`src/rtl/inst_fetch_queue.sv`:
```
// -----------------------------------------------------------------------------
// inst_fetch_queue
//
// Instruction fetch stage that sits directly in front of the core. It owns the
// fetch PC and reads one word at a time from instruction memory over a req/ack
// handshake, with at most one request outstanding. Returned words go into a
// small prefetch FIFO and are handed to the core with a valid/ready handshake.
// A redirect from the core flushes the FIFO and restarts fetch at the target.
//
// Handshakes:
//   core side  : the head moves to the core on any rising edge where
//                inst_valid && inst_ready. inst_ready is ignored while
//                inst_valid is low.
//   memory side: mem_req/mem_addr stay stable from the cycle they rise until
//                the edge on which mem_ack is high. mem_rdata is only sampled
//                on that edge. A request already issued cannot be withdrawn.
//
// Ports:
//   clk, n_rst               clock, asynchronous active-low reset
//   inst, inst_pc            FIFO head word and its address (NOP / 0 when idle)
//   inst_valid, inst_ready   core-side handshake
//   redirect, redirect_pc    fetch restart request and target (low bits ignored)
//   mem_req, mem_addr        instruction memory read request
//   mem_ack, mem_rdata       instruction memory response
//
// Optional build macro FETCH_BYPASS_EN: when the FIFO is empty, a word arriving
// from memory is presented to the core in its ack cycle (zero-cycle latency).
// If the core takes it that cycle, it is not written into the FIFO.
// -----------------------------------------------------------------------------
module inst_fetch_queue #(
  parameter int                    DATA_WIDTH = 32,
  parameter int                    ADDR_WIDTH = 32,
  parameter int                    DEPTH      = 4,
  parameter logic [ADDR_WIDTH-1:0] RESET_PC   = '0
) (
  input  logic                  clk,
  input  logic                  n_rst,
  output logic [DATA_WIDTH-1:0] inst,
  output logic [ADDR_WIDTH-1:0] inst_pc,
  output logic                  inst_valid,
  input  logic                  inst_ready,
  input  logic                  redirect,
  input  logic [ADDR_WIDTH-1:0] redirect_pc,
  output logic                  mem_req,
  output logic [ADDR_WIDTH-1:0] mem_addr,
  input  logic                  mem_ack,
  input  logic [DATA_WIDTH-1:0] mem_rdata
);

  localparam int PW = $clog2(DEPTH);
  localparam int CW = PW + 1;
  localparam logic [CW-1:0]         DEPTH_C = CW'(DEPTH);
  localparam logic [DATA_WIDTH-1:0] NOP     = DATA_WIDTH'(32'h0000_0013);
  localparam logic [ADDR_WIDTH-1:0] ALIGN_M = {{(ADDR_WIDTH-2){1'b1}}, 2'b00};

  typedef enum logic [1:0] {
    IDLE = 2'd0,
    REQ  = 2'd1,
    DROP = 2'd2
  } state_e;

  state_e                state_q;
  logic [ADDR_WIDTH-1:0] fetch_pc_q;
  // Address of the request being thrown away; fetch_pc_q already points at the
  // redirect target while the old request is still on the bus.
  logic [ADDR_WIDTH-1:0] drop_addr_q;

  logic [DATA_WIDTH-1:0] data_q [DEPTH];
  logic [ADDR_WIDTH-1:0] pc_q   [DEPTH];
  logic [PW-1:0]         rd_ptr_q, wr_ptr_q;
  logic [CW-1:0]         count_q, count_d;

  logic                  head_valid;
  logic                  bypass_fire;
  logic                  push, pop, has_space;
  logic [ADDR_WIDTH-1:0] redirect_tgt;

  assign head_valid   = (count_q != '0);
  assign redirect_tgt = redirect_pc & ALIGN_M;

`ifdef FETCH_BYPASS_EN
  assign bypass_fire = !head_valid && (state_q == REQ) && mem_ack && !redirect;
`else
  assign bypass_fire = 1'b0;
`endif

  // A bypassed word the core accepts in the same cycle never enters the FIFO.
  assign push = (state_q == REQ) && mem_ack && !redirect &&
                !(bypass_fire && inst_ready);
  // Redirect discards any pop as well as any push on the flushing edge.
  assign pop  = head_valid && inst_ready && !redirect;

  assign count_d   = count_q + CW'(push) - CW'(pop);
  assign has_space = (count_d < DEPTH_C);

  // Core-side outputs
  always_comb begin
    inst       = NOP;
    inst_pc    = '0;
    inst_valid = 1'b0;
    if (head_valid) begin
      inst       = data_q[rd_ptr_q];
      inst_pc    = pc_q[rd_ptr_q];
      inst_valid = 1'b1;
    end else if (bypass_fire) begin
      inst       = mem_rdata;
      inst_pc    = fetch_pc_q;
      inst_valid = 1'b1;
    end
  end

  // Memory-side outputs are decoded straight from registered state.
  assign mem_req  = (state_q != IDLE);
  assign mem_addr = (state_q == DROP) ? drop_addr_q : fetch_pc_q;

  // Fetch FSM and fetch PC
  always_ff @(posedge clk or negedge n_rst) begin
    if (!n_rst) begin
      state_q     <= IDLE;
      fetch_pc_q  <= RESET_PC;
      drop_addr_q <= RESET_PC;
    end else begin
      case (state_q)
        IDLE: begin
          if (redirect) begin
            fetch_pc_q <= redirect_tgt;
            state_q    <= REQ;
          end else if (count_q != DEPTH_C) begin
            state_q <= REQ;
          end
        end
        REQ: begin
          if (redirect) begin
            fetch_pc_q <= redirect_tgt;
            if (mem_ack) begin
              state_q <= REQ;
            end else begin
              // Request is still on the bus: hold its address until the ack.
              state_q     <= DROP;
              drop_addr_q <= fetch_pc_q;
            end
          end else if (mem_ack) begin
            fetch_pc_q <= fetch_pc_q + ADDR_WIDTH'(4);
            state_q    <= has_space ? REQ : IDLE;
          end
        end
        DROP: begin
          if (redirect) fetch_pc_q <= redirect_tgt;
          // FIFO was flushed on entry and nothing is pushed here, so space exists.
          if (mem_ack) state_q <= REQ;
        end
        default: state_q <= IDLE;
      endcase
    end
  end

  // Prefetch FIFO storage (payload needs no reset; count gates visibility)
  always_ff @(posedge clk) begin
    if (push) begin
      data_q[wr_ptr_q] <= mem_rdata;
      pc_q[wr_ptr_q]   <= fetch_pc_q;
    end
  end

  // Prefetch FIFO pointers
  always_ff @(posedge clk or negedge n_rst) begin
    if (!n_rst) begin
      rd_ptr_q <= '0;
      wr_ptr_q <= '0;
      count_q  <= '0;
    end else if (redirect) begin
      rd_ptr_q <= '0;
      wr_ptr_q <= '0;
      count_q  <= '0;
    end else begin
      if (push) wr_ptr_q <= wr_ptr_q + PW'(1);
      if (pop)  rd_ptr_q <= rd_ptr_q + PW'(1);
      count_q <= count_d;
    end
  end

endmodule

```
`config.mk`:
```
export PLATFORM = sky130hd
export DESIGN_NAME = inst_fetch_queue
export DESIGN_NICKNAME = d
export VERILOG_FILES = /design/src/rtl/inst_fetch_queue.sv
export SDC_FILE = /design/constraint.sdc
export NUM_CORES = 1
export LEC_CHECK = 0
export CAP_MARGIN = 20
export CELL_PAD_IN_SITES_DETAIL_PLACEMENT = 1
export CELL_PAD_IN_SITES_GLOBAL_PLACEMENT = 1
export CORE_UTILIZATION = 40
export CTS_BUF_LIST = sky130_fd_sc_hd__clkbuf_4
export CTS_CLUSTER_DIAMETER = 50
export CTS_CLUSTER_SIZE = 12
export DETAILED_ROUTE_END_ITERATION = 12
export PLACE_DENSITY = 0.74
export SYNTH_ARGS = -nofsm -noshare
export SYNTH_HDL_FRONTEND = slang
export SYNTH_SLANG_ARGS = --single-unit
```
`constraint.sdc`:
```
create_clock -name clk -period 3.2 [get_ports clk]
set_clock_uncertainty 0.2 [all_clocks]
set_input_delay 0.96 -clock clk [delete_from_list [all_inputs] [get_ports clk]]
set_output_delay 0.96 -clock clk [all_outputs]
set_load 0.05 [all_outputs]
```
Word level (Yosys, flattened, before mapping)
Memories as Yosys holds them, arrays and structs flattened.
Index checks and enable logic that the tools add are counted.
{"block": "word_totals", "ff_bits": 73, "ram_bits": 256, "output_inout_bits": 98, "wordCells": 60, "mem_count": 2}
{"memory": "data_q", "words": 4, "word_bits": 32, "rd": 1, "rd_ports_with_merged_regs": 0, "write_ports": 1, "line": "68", "rtl": "logic [DATA_WIDTH-1:0] data_q [DEPTH];"}
{"memory": "pc_q", "words": 4, "word_bits": 32, "rd": 1, "rd_ports_with_merged_regs": 0, "write_ports": 1, "line": "69", "rtl": "logic [ADDR_WIDTH-1:0] pc_q [DEPTH];"}
{"block": "op_classes", "n_addsub": 5, "order_cmp": 1, "n_eq_ne": 7, "mux": 23, "bitwise": 1, "n_reduce_logical": 15}
{"op": "$mux W32", "n": 6}
{"op": "$pmux W32 S2", "n": 1}
{"op": "$add A32 B3 Y32 const B", "n": 1}
{"op": "$mux W2", "n": 10}
{"op": "$ne A3 B3 Y1 const B", "n": 3}
{"op": "$reduce_and A3 Y1", "n": 3}
{"op": "$reduce_bool A2 Y1", "n": 4}
{"op": "$pmux W2 S3", "n": 1}
{"op": "$add A2 B1 Y2 const B", "n": 2}
{"op": "$logic_and A1 B1 Y1", "n": 4}
{"op": "$mux W1", "n": 4}
{"op": "$add A3 B1 Y3", "n": 1}
{"op": "$lt A3 B3 Y1 const B", "n": 1}
{"op": "$mux W3", "n": 1}
{"op": "$reduce_bool A3 Y1", "n": 1}
{"op": "$sub A3 B1 Y3", "n": 1}
{"op": "$eq A2 B1 Y1 const B", "n": 1}
{"op": "$eq A2 B2 Y1 const B", "n": 1}
{"op": "$logic_not A2 Y1", "n": 1}
{"op": "$ne A2 B1 Y1 const B", "n": 1}
{"op": "$ne A2 B2 Y1 const B", "n": 1}
{"op": "$reduce_or A2 Y1", "n": 1}
{"op": "$logic_not A1 Y1", "n": 1}
{"op": "$not A1 Y1", "n": 1}

Longest topological paths before layout
Gate-level depths: netlist of the first run.
{"block": "logic_depth", "ltp_word": 10, "depth_mapped": 14, "depth_no_buf": 14}

Worst setup path before layout of the first run
No wires, ideal clock.
{"block": "synth_timing", "path_type": "input port to flip-flop", "start": "input port redirect", "end": "memory data_q[0][0], enable pin", "setup_ps": 426, "t_arrival_ps": 3040, "required_time_ps": 2574, "slack_ps": -466, "cell_stages": 4, "cell_sequence": "clkbuf_1 > nor2_1 > clkbuf_1 > and2_1"}
{"block": "synth_via", "elab_chain_cells": 4}
{"item": "from (decl)", "line": "42", "rtl": "input logic redirect,"}
{"item": "$logic_not A1 Y1", "line": "88", "rtl": "assign push = (state_q == REQ) && mem_ack && !redirect &&"}
{"item": "$logic_and A1 B1 Y1", "line": "88"}
{"item": "$mux W1", "line": "159", "rtl": "if (push) begin"}
{"item": "$mux W1 (not written as such)", "line": "160", "rtl": "data_q[wr_ptr_q] <= mem_rdata;"}
{"item": "to (decl)", "line": "68"}
No other way between the ends.

Worst setup path after layout of the first run
{"block": "layout_timing", "start": "register rd_ptr_q[0]", "end": "output port inst_pc[12]"}
{"block": "layout_via", "elab_chain_cells": 2}
{"item": "from (decl)", "line": "70", "rtl": "logic [PW-1:0] rd_ptr_q, wr_ptr_q;"}
{"item": "from (signal assigned)", "line": "177", "rtl": "if (pop) rd_ptr_q <= rd_ptr_q + PW'(1);"}
{"item": "$mem_v2 Z4 W32"}
{"item": "$mux W32", "line": "101", "rtl": "if (head_valid) begin"}
{"item": "to (decl)", "line": "39", "rtl": "output logic [ADDR_WIDTH-1:0] inst_pc,"}
No other way between the ends.

==> impl_summary.md, run 1 <==
Final layout
The number of filler instances in the final layout is between 3k and 4k. After the last flow step, the layout net total stands at approximately 1.1k. The multi-input combinational cells in the finished layout cover a total of approximately 4200 um2.

The post-synthesis to final-layout area growth is 29.8%. Registers take ~9000 um2. The share of layout cells above drive strength 1 is 41.6%. The most frequent standard cell in the layout excluding fill and tap cells is sky130_fd_sc_hd__edfxtp_1. The finished layout holds 1465 standard cells, fillers aside. The top cell types in the final layout, fill and taps aside, are sky130_fd_sc_hd__edfxtp_1, sky130_fd_sc_hd__clkdlybuf4s50_1, sky130_fd_sc_hd__dfrtp_1, sky130_fd_sc_hd__mux4_2.

Synth
The largest total area in the synthesized netlist belongs to sky130_fd_sc_hd__edfxtp_1. After Yosys synthesis, full adders, half adders and majority gates account for 0.809% of the synthesized area. In the synthesized netlist, mux cells make up between 15 and 20% of the area. After synthesis, the share of flip-flops with an asynchronous set or reset is 21.8%. Counting distinct cell types in the post-synthesis netlist gives 55. The dominant register cell in the synthesized netlist is sky130_fd_sc_hd__edfxtp_1.

The simple logic cell fraction of the synthesized area is under 10%. The post-synthesis compound-gate area fraction is roughly 4.4%. Ranked by total cell area, the synthesized netlist is headed by sky130_fd_sc_hd__edfxtp_1, sky130_fd_sc_hd__dfrtp_1, sky130_fd_sc_hd__mux4_2. The synthesized area per cell is between 15 and 20 um2. The post-synthesis instance area is between 10000 and 15000 um2. By area, the combinational part of the netlist is dominated by multiplexers. The area share of the leading cell type in the synthesized netlist is 56.0%. After Yosys synthesis, XOR and XNOR cells account for less than 1% of the synthesized area. The synthesized design contains 248 enable-type register cells. The Yosys step of the flow raised 0 warnings. In this run, synthesis produced a sequential element count of about 320.

The sequential cell area fraction in the yosys report is between 60 and 70%. The cell count after synthesis came out at between 700 and 800.

Timing
The final-report max-slew violation count is 0. The share of the clock period used by the worst path after layout is 108%. The final-report hold violation count is 0.

Across all hold checks on the routed design, the worst slack comes to approximately 0.14 ns. The clock period minus final worst setup slack is approximately 3.5 ns. For the pin with the worst max-slew slack, the measured transition is 0.793 ns. Setup repair after global routing could not meet its margin everywhere. The number of setup violations in the final report is slightly above 60.

Across all setup checks in the final design, the least slack found is -0.260 ns. The worst relative slew slack is 46.7%. Static timing analysis puts the maximum clock frequency at around 290 MHz.

Worst setup path
The worst setup path is launched from a flop. The slowest stage of the critical path belongs to the cell sky130_fd_sc_hd__dfrtp_4. For this run, the slowest stage of the critical path takes approximately 0.54 ns. The category of cells accounting for the largest share of critical-path delay is flip-flops. The endpoint kind of the worst setup timing path is an output port.

For the worst setup path, the data arrival time is about 2.3 ns. The critical path goes through buf_12 -> mux4_2 -> and2_4 -> buf_6. The type of the worst setup path is reg -> out. The required time of the critical path is roughly 2 ns. Together, buffers and inverters on the worst path number 2. The critical-path maximum fanout is 20.

Routing
Once detail routing completed, the nets flagged for antenna violations numbered 0. In the routed design, unresolved DRC markers number 0. Wire segments on met3 add up to 1510 um in the final route. The met2 wire length is between 15000 and 20000 um.

The iteration-0 DRC count of the detailed router is about 500. Before antenna repair, the detailed router went through 6 iterations. The highest metal layer with signal wires is met4. In the routed layout, each cell is associated on average with a via count of between 5 and 6. In the final routing, the length of wire on met1 measures between 10000 and 15000 um.

The final routed wire length divided by cell count is 22.0 um. The routed design has around 32000 um of wire. The total number of vias is ~7.8k.

Pwr
The switching power summed over all nets is around 0.0066 W. Net switching is 39.9% of the power. The clock network fraction of total power is 14.0%. Power spread over the standard cell area amounts to 959 nW/um2. Internal power comes to slightly below 0.01 W.

The static leakage power is ~6.1 nW. Combinational cells account for between 50% and 60% of the total power. The design draws between 0.015 and 0.02 W. The sequential power share is between 30% and 40%.

Across the VDD grid, the largest voltage drop is about 0.66 mV.

Floorplanning
The floorplan step defined a die boundary enclosing 34000 um2. The area of the placeable core is roughly 33000 um2. The overall die width is 184 um.

The I/O pin total is between 150 and 200. The floorplan step set the die height to around 180 um. The standard-cell row count is 66. The starting density of the core is approximately two fifths.

Placement
The worst slack at placement is -0.405 ns. The weighted congestion at the end of routability-driven global placement is just under 0.9. The detailed placer's ending HPWL is between 20000 and 25000 um. The number of cells after detailed placement is between 1k and 1.5k. The number of port buffers is between 150 and 200.

Job
Across the run, the number of max-cap violations was 0.

Global routing
Across every metal layer, demand over resource in global routing totals about a fifth. The maximum number of pins on one net before global-route repair is between 60 and 70. The global-route wire length before repair is 49300 um.

The initial antenna violation count is 1. The total global routing overflow is 0. The via count of the first global-routing pass is between 8k and 9k.

Min path
The worst hold path class is in -> async.

Run status
The run finished, with violations left. The final reports fail on negative setup slack.

Clocking
The number of sinks driven by the clock tree is ~320. The number of buffers between clock root and the deepest sink is 3. The clock latency reported for the late side of the worst-skew pair is around 0.67 ns. Hold repair after CTS inserted 0 buffers.

The level count of the clock H-tree is 2. The root buffer selected by CTS is sky130_fd_sc_hd__clkbuf_4. The number of buffers inserted during clock tree synthesis is 37. The CTS tree is yes. Clock-pin slew was measured on the worst setup and hold paths at 0.12 ns.
worst paths after layout:
| kind | startpoint | to | slack, ns | depth (start not counted) |
|---|---|---|---|---|
| max | rd_ptr_q[0]$_DFFE_PN0P_ | inst_pc[12] | -0.26 | 4 |
| min | n_rst | drop_addr_q[11]$_DFFE_PN0P_ | 0.14 | 1 |
| max reg2reg | count_q[2]$_DFF_PN0_ | state_q[0]$_DFFE_PN0P_ | 0.40 | 14 |
| min reg2reg | drop_addr_q[15]$_DFFE_PN0P_ | drop_addr_q[15]$_DFFE_PN0P_ | 0.32 | 1 |
| max in group asynchronous | n_rst | fetch_pc_q[8]$_DFFE_PN0P_ | 2.03 | 2 |
| min in group clk | drop_addr_q[15]$_DFFE_PN0P_ | drop_addr_q[15]$_DFFE_PN0P_ | 0.32 | 1 |
routing by layer:
metal	track usage, %	up-vias
met5	0	-
met4	4.87	0
met3	3.14	49
met2	32.6	211
met1	26.7	4072
li1	-	3498
synth_stat cells, types with 4 or more instances:
library cell and number:
sky130_fd_sc_hd__buf_4 4, sky130_fd_sc_hd__o21ai_0 18, sky130_fd_sc_hd__edfxtp_1 248, sky130_fd_sc_hd__nor3_1 7, sky130_fd_sc_hd__a21oi_1 25, sky130_fd_sc_hd__ha_1 7, sky130_fd_sc_hd__buf_1 8, sky130_fd_sc_hd__nand3_1 18
sky130_fd_sc_hd__a311oi_1 8, sky130_fd_sc_hd__nor2_1 27, sky130_fd_sc_hd__clkbuf_1 22, sky130_fd_sc_hd__buf_2 19, sky130_fd_sc_hd__dfrtp_1 69, sky130_fd_sc_hd__nand4_1 7, sky130_fd_sc_hd__and2_1 64, sky130_fd_sc_hd__or2_2 4
sky130_fd_sc_hd__inv_1 9, sky130_fd_sc_hd__o22ai_1 11, sky130_fd_sc_hd__mux2_2 59, sky130_fd_sc_hd__mux4_2 62, sky130_fd_sc_hd__nand2_1 28, sky130_fd_sc_hd__a2bb2oi_1 7
layout make-up:
class | instances | area share (%)
multi-input cells | 409 | 24.2
clock buffers | 46 | 2.00
clock inverters | 15 | 0.978
flip-flops and latches | 317 | 53.2
inverters | 9 | 0.196
repair buffers | 226 | 16.2
diodes | 1 | 0.0145
well taps | 442 | 3.20
logic make-up after synthesis:
kind of cell             after synthesis
multiplexers                         123
flip-flops                           317
other                                  1
AO/OA/AOI/OAI                         90
XOR/XNOR                               4
AND/OR/NAND/NOR                      180
buffers and inverters                 62
adder cells (fa/ha/maj)                8
what timing repair did:
action	CTS	global route
buffers inserted	12	4
gates resized for setup	221	21
cloned	3	1
setup endpoints to repair	94	94
per-stage QoR:
stage               util [%]  area, um2  setup TNS, ns
finish                  52.9      17300         -13.85
global route            52.9      17300         -23.67
CTS                     52.7      17200         -21.03
detailed placement      48.1      15700         -0.448
global placement        48.1      15700         -0.412
floorplan                  -      13300              0
state kept, by name, summed over array words and instances (netlist names):
register     count
count_q          3
data_q         128
drop_addr_q     30
fetch_pc_q      30
pc_q           120
rd_ptr_q         2
state_q          2
wr_ptr_q         2
power groups by stage:
| stage | Combinational (W) | Sequential [W] | Clock, W |
|---|---|---|---|
| finish | 0.00829 | 0.00593 | 0.00232 |
| detailed placement | 0.00683 | 0.00601 | 0 |
| CTS | 0.00826 | 0.00592 | 0.00244 |
| global placement | 0.00675 | 0.00594 | 0 |
| global route | 0.00874 | 0.00604 | 0.00256 |
| floorplan | 0.00472 | 0.00572 | 0 |
No activity file was read; power rests on OpenSTA's default activity.
==> inputs of run 2 (changes only) <==
--- a/config.mk
+++ b/config.mk
@@ -8,6 +8,7 @@
 export CAP_MARGIN = 20
 export CELL_PAD_IN_SITES_DETAIL_PLACEMENT = 1
 export CELL_PAD_IN_SITES_GLOBAL_PLACEMENT = 1
+export CORE_MARGIN = 1
 export CORE_UTILIZATION = 40
 export CTS_BUF_LIST = sky130_fd_sc_hd__clkbuf_4
 export CTS_CLUSTER_DIAMETER = 50
==> results of run 2 <==
Final layout, timing and power as in run 1 (identical DEF).
==> inputs of run 3 (changes only) <==
--- a/config.mk
+++ b/config.mk
@@ -14,7 +14,10 @@
 export CTS_CLUSTER_DIAMETER = 50
 export CTS_CLUSTER_SIZE = 12
 export DETAILED_ROUTE_END_ITERATION = 12
+export HOLD_SLACK_MARGIN = 0.08
 export PLACE_DENSITY = 0.74
+export RECOVER_POWER = 100
+export REMOVE_ABC_BUFFERS = 1
 export SYNTH_ARGS = -nofsm -noshare
 export SYNTH_HDL_FRONTEND = slang
 export SYNTH_SLANG_ARGS = --single-unit
==> run 3 against run 2 <==
Net effect:
- the flow finishes with violations (max-capacitance violations, max-slew violations, negative setup slack)
- count of clock-buffer cells in the layout up 2
- cell count up 1.0%
- hold slack better by 0.18 ns
- total power grew 2.5%
- die area did not move
- first-iteration DRC count shrank 18%
- largest cell class unchanged
- via count shrank 0.28%
- clock power rose by 16%
- global-route usage increased by 0.59 points
- sequential power is essentially flat
- cell area increased by 0.37%
- sequential share of layout area decreased by 0.18 points
==> impl_summary.md, run 3 (same netlist as run 1, synthesis figures left out) <==
Run status
The run finished, with violations left. The final reports fail on max-capacitance violations, max-slew violations, negative setup slack.

Worst setup path
The data arrival at the endpoint of the critical path is approximately 2.4 ns. The standard cell with the maximum stage delay on the critical path is sky130_fd_sc_hd__dfrtp_4. The cell that appears most often on the critical path is sky130_fd_sc_hd__buf_12.

Counting both buffers and inverters, the worst setup path holds a total of 4. The worst setup path is captured at an output port. At the worst endpoint, the required time is between 2 and 2.5 ns. The type of the worst setup path is reg -> out. Along the worst path, the maximum fanout reaches 5.

Walking the worst path, the cells encountered are buf_12 -> buf_12 -> buf_16 -> mux4_2 -> and2_4 -> buf_6. The critical path launch point type is a flop. On the worst path, the slowest cell contributes a delay of roughly 0.53 ns. The kind of cell with the highest combined delay along the critical path is buffers and inverters.

Placement
The number of cells after detailed placement is approximately 1.4k. The count of buffers added on input and output ports is between 150 and 200. The worst slack at placement is -0.428 ns.

The detailed placer's ending HPWL is ~21000 um. At the end of routability-driven placement, the weighted congestion stood at a little under 0.8.

Global routing
The met3 global-route usage is between 4 and 5%. The initial antenna violation count is 1. The via count of the first global-routing pass is 8301.

The global-route wire length before repair is roughly 51000 um. The met2 usage in global routing is 33.7%. The busiest layer in global routing is met2. For met1 alone, demand over resource in global routing was between 20 and 30%. The total global routing overflow is 0. The total routing usage reported by global routing is 20.1%. The maximum number of pins on one net before global-route repair is 62.

Pwr
The power density over cell area is just under 1000 nW/um2. Summed over all cells, the static leakage comes to approximately 6 nW. The worst supply voltage drop on vdd is roughly 0.57 mV. Summing internal, switching and leakage power gives between 0.015 and 0.02 W.

Floorplanning
The die covers about 34000 um2. The area of the placeable core is between 30000 and 40000 um2. The standard-cell row count is 66. The overall die width is 184 um. For this configuration, the core starts out at a cell density of around two fifths. During I/O placement, the number of pins put on the boundary was 167. The die extent in y is approximately 180 um.

Timing
The final-report max-slew violation count is 57. For the finished layout, the period the worst path requires is between 3 and 4 ns. The final-report hold violation count is 0. For this run, the top clock speed supported by timing is between 200 and 300 MHz.

Setup violations remaining at the end of the flow were counted as ~210. Setup repair after global routing could not meet its margin everywhere. Setup slack on the critical path of the routed design comes to -0.317 ns. For the pin with the worst max-slew slack, the measured transition is 1.61 ns. The share of the clock period used by the worst path after layout is 110%. The hold slack is approximately 0.32 ns. The worst relative slew slack is -7.02%.

Final layout
The register name with the most flops is data_q. The post-synthesis to final-layout area growth is 30.3%. Once layout is complete, the utilization of the core stands at 53.1%. The share of layout cells above drive strength 1 is roughly two fifths. Leaving out fill and tap cells, the most frequent cell in the layout is sky130_fd_sc_hd__edfxtp_1. The number of filler instances in the final layout is 3073. The largest registers in the layout are data_q: 128 flops, pc_q: 120 flops. The net count of the finished layout is about 1.1k. The library cells used most frequently in the layout, excluding fill and tap cells, are sky130_fd_sc_hd__edfxtp_1, sky130_fd_sc_hd__dfrtp_1, sky130_fd_sc_hd__mux4_2, sky130_fd_sc_hd__and2_4. The non-filler instance count after layout is roughly 1.5k.

The register with the most flip-flops in the layout has approximately 130 of them.

Job
The number of max-capacitance violations reported is 1.

Min path
The min-delay analysis places its worst path in the category reg -> reg.

Routing
The average vias per placed instance is 5.28. The total number of vias is about 7.8k. The number of optimization iterations in the first detailed-route pass is 5. After detailed routing, the number of remaining DRC violations is 0. The count of nets left with antenna violations after detail routing is 0. The total detailed-routing wirelength is about 33000 um. The iteration-0 DRC count of the detailed router is 399. In the final routed layout, each cell accounts on average for between 20 and 25 um.

Clocking
The cts-stage hold buffer count is 0. The clock transition at the register clock pins on the worst setup and hold paths after CTS is about 0.12 ns. The number of buffers between clock root and the deepest sink is 3.

The CTS tree is yes. Counting every sink on the clock net gives ~320. The root buffer selected by CTS is sky130_fd_sc_hd__clkbuf_4. In this run, CTS created clock tree buffers numbering 38. The clock latency reported for the late side of the worst-skew pair is around 0.66 ns.

The level count of the clock H-tree is 2.
run 3: report_power, final:
group / internal, W / leakage (nW) / switching (W)
combinational: 0.00376 / 2.73 / 0.00456
sequential: 0.00526 / 3.04 / 0.000699
clock: 0.00131 / 0.363 / 0.00140
total: 0.0103 / 6.13 / 0.00665
run 3: repair_timing:
action                     in CTS  in global routing
buffers inserted               16                  2
gates resized for setup       237                 22
setup endpoints to repair      94                 94
gates cloned                    5                  1
run 3: metrics by stage:
step / setup TNS (ns) / area [um2]
floorplan: -258.22 / 13100
CTS: -20.29 / 17500
finish: -33.82 / 17300
detailed placement: -0.626 / 15700
global placement: -0.403 / 15700
global route: -47.24 / 17300
run 3: per-layer routing:
metal	routed length [um]	vias to the layer above
met5	0	-
met3	1760	42
met4	607	0
met2	16700	190
li1	-	3532
met1	14400	4044
run 3: worst paths after layout:
path / from / end / slack (ns) / cells past startpoint
min in group asynchronous: n_rst / state_q[0]$_DFFE_PN0P_ / 0.50 / 1
min reg2reg: fetch_pc_q[28]$_DFFE_PN0P_ / pc_q[2][28]$_DFFE_PP_ / 0.32 / 0
max reg2reg: state_q[0]$_DFFE_PN0P_ / data_q[3][20]$_DFFE_PP_ / -0.10 / 7
max: rd_ptr_q[0]$_DFFE_PN0P_ / inst_pc[20] / -0.32 / 6
min: fetch_pc_q[28]$_DFFE_PN0P_ / pc_q[2][28]$_DFFE_PP_ / 0.32 / 0
max in group asynchronous: n_rst / drop_addr_q[13]$_DFFE_PN0P_ / 0.81 / 2
run 3: area by class of cell:
| cell class | instances | area (um2) | area share, % |
|---|---|---|---|
| Inverter | 9 | 33.8 | 0.195 |
| Antenna cell | 1 | 2.50 | 0.0144 |
| Sequential cell | 317 | 9190 | 53.0 |
| Tap cell | 442 | 553 | 3.19 |
| Clock inverter | 21 | 293 | 1.69 |
| Multi-Input combinational cell | 409 | 4150 | 23.9 |
| Timing Repair Buffer | 233 | 2750 | 15.9 |
| Clock buffer | 48 | 360 | 2.08 |
